## config.mk

```make
export PLATFORM = sky130hd
export DESIGN_NAME = demux_1x2_buf
export DESIGN_NICKNAME = d
export VERILOG_FILES = /design/src/rtl/demux_1x2_buf.sv
export SDC_FILE = /design/constraint.sdc
export NUM_CORES = 1
export LEC_CHECK = 0
export CAP_MARGIN = 20
export CORE_MARGIN = 4
export CORE_UTILIZATION = 25
export CTS_CLUSTER_DIAMETER = 200
export DETAILED_ROUTE_END_ITERATION = 12
export DONT_BUFFER_PORTS = 1
export PLACE_DENSITY_LB_ADDON = 0.08
export SKIP_CTS_REPAIR_TIMING = 1
export SLEW_MARGIN = 20
export SYNTH_ARGS = -nofsm -noshare
export SYNTH_HDL_FRONTEND = slang
export SYNTH_SLANG_ARGS = --single-unit
```

## constraint.sdc

```tcl
create_clock -name clk -period 6.1 [get_ports clk]
set_clock_uncertainty 0.15 [all_clocks]
set_input_delay 1.22 -clock clk [delete_from_list [all_inputs] [get_ports clk]]
set_output_delay 1.22 -clock clk [all_outputs]
set_load 0.01 [all_outputs]
```

## src/rtl/demux_1x2_buf.sv

```systemverilog
// One valid/ready source steered per beat into two independently buffered sinks.
// Each destination owns a small FIFO so a stalled sink never blocks the other.
module demux_1x2_buf #(
    parameter int DATA_WIDTH = 16,
    parameter int DEPTH      = 2
) (
    input  logic                       clk,
    input  logic                       rst,
    input  logic [DATA_WIDTH-1:0]      in_data,
    input  logic                       in_sel,
    input  logic                       in_valid,
    output logic                       in_ready,
    output logic [DATA_WIDTH-1:0]      out0_data,
    output logic                       out0_valid,
    input  logic                       out0_ready,
    output logic [DATA_WIDTH-1:0]      out1_data,
    output logic                       out1_valid,
    input  logic                       out1_ready,
    output logic [$clog2(DEPTH):0]     count0,
    output logic [$clog2(DEPTH):0]     count1
);

    localparam int AW = $clog2(DEPTH);
    localparam int CW = AW + 1;

    logic [1:0]                 full;
    logic [1:0]                 out_ready;
    logic [1:0]                 out_valid;
    logic [1:0][DATA_WIDTH-1:0] head_data;
    logic [1:0][CW-1:0]         count;
    logic                       accept;

    // Ready looks only at the selected FIFO's full flag, never at a same-cycle pop.
    assign in_ready  = ~rst & (in_sel ? ~full[1] : ~full[0]);
    assign accept    = in_valid & in_ready;
    assign out_ready = {out1_ready, out0_ready};

    generate
        for (genvar gi = 0; gi < 2; gi++) begin : g_fifo
            logic [DATA_WIDTH-1:0] mem_q [DEPTH];
            logic [AW-1:0]         wr_ptr_q, wr_ptr_d;
            logic [AW-1:0]         rd_ptr_q, rd_ptr_d;
            logic [CW-1:0]         count_q, count_d;
            logic                  push, pop;

            assign push = accept & (in_sel == 1'(gi));
            assign pop  = out_valid[gi] & out_ready[gi];

            always_comb begin
                wr_ptr_d = wr_ptr_q;
                rd_ptr_d = rd_ptr_q;
                count_d  = count_q;
                if (push) begin
                    wr_ptr_d = wr_ptr_q + AW'(1);
                end
                if (pop) begin
                    rd_ptr_d = rd_ptr_q + AW'(1);
                end
                case ({push, pop})
                    2'b10:   count_d = count_q + CW'(1);
                    2'b01:   count_d = count_q - CW'(1);
                    default: count_d = count_q;
                endcase
            end

            always_ff @(posedge clk) begin
                if (rst) begin
                    wr_ptr_q <= '0;
                    rd_ptr_q <= '0;
                    count_q  <= '0;
                    for (int i = 0; i < DEPTH; i++) begin
                        mem_q[i] <= '0;
                    end
                end else begin
                    wr_ptr_q <= wr_ptr_d;
                    rd_ptr_q <= rd_ptr_d;
                    count_q  <= count_d;
                    if (push) begin
                        mem_q[wr_ptr_q] <= in_data;
                    end
                end
            end

            assign full[gi]      = (count_q == CW'(DEPTH));
            assign out_valid[gi] = (count_q != '0);
            assign head_data[gi] = mem_q[rd_ptr_q];
            assign count[gi]     = count_q;
        end
    endgenerate

    assign out0_data  = head_data[0];
    assign out1_data  = head_data[1];
    assign out0_valid = out_valid[0];
    assign out1_valid = out_valid[1];
    assign count0     = count[0];
    assign count1     = count[1];

endmodule

```

* Yosys cells after proc, flatten, opt, wreduce, memory -nomap -nowiden
Memories as Yosys holds them, arrays and structs flattened. A register that Yosys moved wholly into a read port is not among the register bits.
Index checks and enable logic that the tools add are counted.
** Storage, ports and cells
- RAM bits :: 64
- Output and inout bits :: 39
- Register bits after elaboration :: 8
- Logic and storage cells :: 59
- Memories kept :: 2
** Operators by class
- Bitwise operators :: 10
- Reductions and logical operators :: 6
- Eq/ne operators :: 6
- $add $sub $neg :: 8
- Mux-type cells :: 21
** Memories
- g_fifo[0].mem_q :: depth 2, width 16, read ports 1, clocked after Yosys merged registers in 1, write ports 2, RTL line 40 : logic [DATA_WIDTH-1:0] mem_q [DEPTH];
- g_fifo[1].mem_q :: depth 2, width 16, read ports 1, clocked after Yosys merged registers in 1, write ports 2, RTL line 40
** Operators with widths (number)
- 16-bit 2-to-1 mux :: 2
- 16-bit OR reduction :: 2
- 1-bit 2-to-1 mux :: 17
- 2-bit equality test (second input constant) :: 4
- 2-bit one-hot mux with 2 select lines :: 2
- 2-bit nonzero test :: 4
- 1-bit bitwise AND :: 6
- 1-bit adder (second input constant) :: 4
- 2-bit by 1-bit adder with 2-bit output (second input constant) :: 2
- 2-bit by 1-bit equality test with 1-bit output (second input constant) :: 2
- 1-bit NOT :: 4
- 2-bit by 1-bit subtractor with 2-bit output (second input constant) :: 2

* Logic depth before layout (Yosys ltp)
Gate-level depths: netlist of run 1.
- Word-level depth :: 11
- Mapped depth :: 8
- Mapped depth without buffers :: 7

* Worst setup path before layout of run 1
Ideal clock, no wire load.
- Path type :: in2out
- Start :: input rst
- End :: output in_ready
- Arrival :: 1763 ps
- Cell stages on the path :: 3
- Buffers on the path :: 2
- Data required time :: 4730 ps
- Slack :: 2967 ps
- Cells stage by stage :: buf_2 buf_1 nor2_1
** Between the ends
- Cells in the longest elaborated chain, start to end :: 2
** RTL lines
- start, declared :: RTL line 8 : input logic rst,
- 1-bit NOT :: RTL line 34 : assign in_ready = ~rst & (in_sel ? ~full[1] : ~full[0]);
- 1-bit bitwise AND :: RTL line 34
- end, declared :: RTL line 12 : output logic in_ready,
Every way passes these cells.

==> results of run 1 <==
## flip-flops by register name (all words and copies together) (netlist names), named ones only
name             cells
g_fifo.rd_ptr_q      2
count1               2
g_fifo.wr_ptr_q      2
count0               2
g_fifo.mem_q        64
## per-layer routing
layer | part of all wire, % | global-route usage [%] | vias to the layer above
met2 | 45 | 16.60 | 57
met1 | 43 | 13.27 | 878
met4 | 1.6 | 4.037 | 0
met5 | 0 | 0 | -
li1 | - | - | 860
met3 | 9.8 | 5.548 | 10
## worst min-delay path, cell delays in order, from the launching register on
cell and delay (ns):
dfxtp_1 0.32, xnor2_1 0.08, nor2_1 0.07
## through the flow
step           setup WS, ns  util, %  hold slack [ns]  std cells
4_1_cts               3.017    29.18           0.3719        426
2_1_floorplan         2.967        -           0.3309        249
3_5_place_dp          3.228    26.76           0.3515        410
5_1_grt               2.980    29.18           0.3819        426
3_3_place_gp          3.221    26.76           0.3462        410
6_report              3.093    29.18           0.3668        426
## where the power goes
part | switching, W | internal, W
Sequential | 0.0000367 | 0.000591
Clock | 0.000194 | 0.000357
Combinational | 0.0000906 | 0.0000682
## cell usage after synthesis
cell type  count  area [um2]
nand3_1        2       10.01
o21a_1         2       15.01
edfxtp_1      64        1922
xor2_1         2       17.52
and2b_1        2       15.01
nand2_1       16       60.06
nand2b_1       2       12.51
and2_1         1       6.260
nand2b_2       1       8.760
a21oi_1        2       10.01
o21ai_0        3       15.01
buf_2         11       55.05
ha_1           2       25.02
nor2b_1        1       6.260
nor2_1        74       277.8
dfxtp_1       10       200.2
mux2_2        33       371.6
o21bai_1       1       7.510
nand2b_4       1       13.76
a21o_1         2       15.01
inv_1          1       3.750
or2_2          3       18.77
a41o_1         1       10.01
xnor2_1        4       35.03
or3_1          2       12.51
mux2i_1        1       10.01
buf_1          1       3.750
nand3_2        3       30.03
nand3b_2       1       11.26
## worst min-delay path by stage
stage	startpoint	cells past startpoint	slack [ns]	endpoint
floorplan	g_fifo[1].rd_ptr_q	2	0.33	flip-flop
global placement	g_fifo[1].rd_ptr_q	2	0.35	g_fifo[1].rd_ptr_q
detailed placement	g_fifo[1].rd_ptr_q	2	0.35	g_fifo[1].rd_ptr_q
CTS	g_fifo[1].rd_ptr_q	2	0.37	g_fifo[1].rd_ptr_q
global route	g_fifo[1].rd_ptr_q	2	0.38	g_fifo[1].rd_ptr_q
finish	g_fifo[0].rd_ptr_q	2	0.37	g_fifo[0].rd_ptr_q
## kinds of logic (layout without fill, tap and decap cells)
logic type / after synthesis / in the layout / share of synthesized area [%]
adder cells (fa/ha/maj): 2 / 2 / 0.7820
flip-flops: 74 / 74 / 66.33
AND/OR/NAND/NOR: 109 / 109 / 15.10
XOR/XNOR: 6 / 6 / 1.643
multiplexers: 34 / 34 / 11.93
buffers and inverters: 13 / 18 / 1.955
AO/OA/AOI/OAI: 11 / 11 / 2.268
## cell type report
type	count	area (um2)	share of cell area, %
Tap cell	172	215.2	5.868
Multi-Input combinational cell	162	1015	27.67
Inverter	1	3.754	0.1024
Clock inverter	3	63.81	1.740
Sequential cell	74	2122	57.86
Timing Repair Buffer	1	7.507	0.2047
Clock buffer	13	240.2	6.551
==> metrics.txt, run 1 <==
Crit Reg-Reg Startpoint=count1[0]; vias in the first global route=1925; max-cap viol count=0; port buffer count=0; Final GP Congestion=0.7061; Critical Path End=out1_data[0]; pwr dens=364.6 mW/mm2; Bufs on Longest Clock Path=2; DIE AREA=around 0.015 mm2; Syn Nets=~270; RSZ-0062 raised after global routing=false; CTS H-tree lvls=3; Startpoint Class=flip-flop; max incr delay on CP=0.84 ns; post-route cell area=around 0.0037 mm2; WP buf/inv=0; reg2reg setup slack=roughly 3.9 ns; clock slew at reported path FFs=roughly 0.05 ns; boundary pin count=slightly above 60; Root Driver=clkbuf_16; YS warnings=0; R2R depth=6; Rel. slew slack=between 40% and 50%; clk sink count=74; Final Cycle Share=about 49%; Routed wire per std cell=17.82 um; commonest non-fill, non-tap cell in the layout=nor2_1; Residual DRC=0; CP max stage cell=dfxtp_1; Setup TNS=0 ns; Top delay family on crit path=flip-flops; ANT cells=0; CP Capture Type=output pin; sequential element share of the synthesized area=between 60% and 70%; Setup CP Type=flip-flop to output pin; Worst VDD drop=roughly 160 uV; Yosys reg bits=between 70 and 80; Die X=~120 um; Peak Freq=~0.33 GHz; worst path required time=roughly 4.7 ns; GR Overflow Total=0; Initial Utilization=25.46%; Post-DP Area=~0.0034 mm2; Crit Reg-Reg Endpoint=count1[1]; final antenna-violating net count=0; Via-to-Cell Ratio=approximately 4.2; CTS tree=done; GRT Total Usage=10.93%; row count=between 40 and 50; LEAKAGE=1.298 nW; Post-Syn Area per Cell=12.85 um2; Post-Synthesis Cells=roughly 250; Stages on worst setup path=1; CP max FO=16; Final min period=3.007 ns; most frequent cells in the layout=74 x nor2_1, 64 x edfxtp_1, 33 x mux2_2, 16 x nand2_1, 10 x dfxtp_1; status=finished, final reports clean; nets=273; final setup vio count=0; slew at the pin with the worst max-slew slack=approximately 0.8 ns; routed via count=between 1500 and 2000; max-slew violation count=0; share of post-route cells with drive strength above 1=a little over a fifth; area delta synth->final=14.63%; worst hold path type=flip-flop to flip-flop; clk_lat worst skew=around 0.33 ns; DRT iter0 DRCs=112; Syn Std Cell Area=0.003199 mm2; Tot Pwr=0.001337 W; post-DP HPWL=around 5000 um; Core Area=approximately 0.013 mm2; Die Ht=roughly 120 um; CTS Buf Count=9; Final Hold Vio Count=0; antenna violations before repair=0; TritonRoute pass-1 iters=4; first-pass GRT wire length=about 12000 um; worst path arrival time=1.64 ns; post-synthesis cell type count=29; number of fill cells=~1300; CP Cell Sequence=mux2_2; pin count of the biggest net entering global routing=22; drt total wl=~7600 um
Note: power is estimated with default switching activity, not from simulation.
==> run 2: changes to the inputs <==
- clock period: 6.1 -> 2.7 ns (I/O delays scaled with it)
==> run 2 against run 1 <==
  * Worst setup slack lost 2.6 ns
  * Sequential power grew 120%
  * Clock-buffer cell count is the same
  * First-iteration DRC count grew 5.4%
  * Highest routed layer unchanged
==> metrics.txt, run 2 (synthesis results as in run 1) <==
status=finished, final reports clean; slew at the pin with the worst max-slew slack=0.4373 ns (-0.3614 ns); antenna violations before repair=0 (unchanged); port buffer count=0 (unchanged); Net Sw Frac=24.47% (+0.49 points); worst hold path type=input port to flip-flop; Post-DP Area=0.003401 mm2 (+1.1%); CTS Buf Count=9 (unchanged); GRT Total Usage=11.01% (+0.085 points); Most flops, register=g_fifo.mem_q; Bufs on Longest Clock Path=2 (unchanged); final setup vio count=0 (unchanged); cell-internal power=0.002212 W (+120%); commonest non-fill, non-tap cell in the layout=nor2_1; max reg flops=64 (unchanged); post-route cell area=0.003681 mm2 (+0.38%); Final Cycle Share=approximately 81%; share of power burned in registers=47.1% (+0.2 points); CP max FO=6 (-10); logic gate share of total power=13.8% (+1.9 points); first-pass GRT wire length=11530 um (-0.54%); row count=41 (unchanged); Core Area=0.01257 mm2 (unchanged); Die X=121.1 um (unchanged); vias in the first global route=1931 (+0.31%); Peak Freq=~0.46 GHz; share of post-route cells with drive strength above 1=23.17% (+1.9 points); CTS tree=done; worst path arrival time=2.29 ns (+0.65 ns); Setup TNS=0 ns (unchanged); Rel. slew slack=70.81% (+24 points); DIE AREA=0.01467 mm2 (unchanged); Root Driver=clkbuf_16; Final GP Congestion=0.6774 (-4.1%); clock share of power=39.0% (-2.2 points); Setup CP Type=flip-flop to flip-flop; most frequent cells in the layout=74 x nor2_1, 64 x edfxtp_1, 33 x mux2_2, 16 x nand2_1, 10 x dfxtp_1; clk_lat worst skew=0.33 ns (about the same); max-slew violation count=0 (unchanged); Final Hold Vio Count=0 (unchanged); Startpoint Class=flip-flop; worst path required time=2.81 ns (-1.92 ns); RSZ-0062 raised after global routing=false; Initial Utilization=25.46% (unchanged); number of fill cells=1284 (-1.1%); sw power=0.0007165 W (+120%); ANT cells=0 (unchanged); DRT iter0 DRCs=118 (+5.4%); drt total wl=7595 um (about the same); Via-to-Cell Ratio=4.190 (-1.1%); Die Ht=121.1 um (unchanged); max-cap viol count=0 (unchanged); CTS H-tree lvls=3 (unchanged); pin count of the biggest net entering global routing=22 (unchanged); GR Overflow Total=0 (unchanged); Residual DRC=0 (unchanged); nets=278 (+1.8%); post-DP HPWL=4987 um (+0.68%); Routed wire per std cell=17.62 um (-1.1%); Final min period=2.185 ns; LEAKAGE=1.315 nW (+1.3%); pwr dens=795.4 mW/mm2 (+120%); CP Capture Type=flip-flop; area delta synth->final=15.06%; routed via count=1806 (+0.055%); final antenna-violating net count=0 (unchanged); Worst VDD drop=285.8 uV (+84%); boundary pin count=61 (unchanged); clock slew at reported path FFs=0.05 ns (about the same); TritonRoute pass-1 iters=4 (unchanged); clk sink count=74 (unchanged)
run 2: final cells by class:
type / instances / area, um2 / share of cell area, %
Sequential cell: 74 / 2122 / 57.65
Clock inverter: 3 / 40.04 / 1.088
Inverter: 1 / 3.754 / 0.1020
Tap cell: 172 / 215.2 / 5.846
Timing Repair Buffer: 6 / 45.04 / 1.224
Multi-Input combinational cell: 162 / 1015 / 27.57
Clock buffer: 13 / 240.2 / 6.526
run 2: power by group through the flow:
stage	Combinational, W	Clock (W)	Sequential, W
after detailed placement	0.000420	0	0.00141
after floorplan	0.000333	0	0.00139
after CTS	0.000424	0.00118	0.00138
after global placement	0.000425	0	0.00140
final	0.000405	0.00114	0.00138
after global routing	0.000452	0.00124	0.00139
run 2: path summary, 6_finish.rpt:
path                       from  cells after the start  slack (ns)         to
max                   count1[0]                      6        0.51  count1[1]
min reg2reg  g_fifo[1].rd_ptr_q                      2        0.36  flip-flop
max reg2reg           count1[0]                      6        0.51  count1[1]
min                         rst                      1        0.13  count0[1]
run 2: routing by layer:
layer | vias to the layer above | part of all wire [%] | wire (um) | track usage [%]
met5 | - | 0 | 0 | 0
met4 | 0 | 1.1 | 82 | 2.975
met3 | 5 | 9.5 | 718 | 6.107
met2 | 68 | 45 | 3454 | 16.60
met1 | 853 | 44 | 3339 | 13.62
li1 | 880 | - | - | -
run 2: critical path, cell delays in order (launching register included):
cell and delay (ns):
dfxtp_1 0.48, nand2b_4 0.22, nand3_1 0.14, or2_2 0.31
ha_1 0.33, or3_1 0.35, a21oi_1 0.14
run 2: through the flow:
step           std cells  hold WS, ns  worst slack [ns]  util [%]  power [W]
6_report             431       0.1277            0.5148     29.29   0.002928
5_1_grt              431       0.1048            0.3914     29.29   0.003084
4_1_cts              431       0.1116            0.5099     29.29   0.002988
3_5_place_dp         415       0.3567            0.5115     27.06   0.001826
3_3_place_gp         415       0.3492            0.5493     27.06   0.001830
2_1_floorplan        249       0.3309            0.5304         -   0.001727
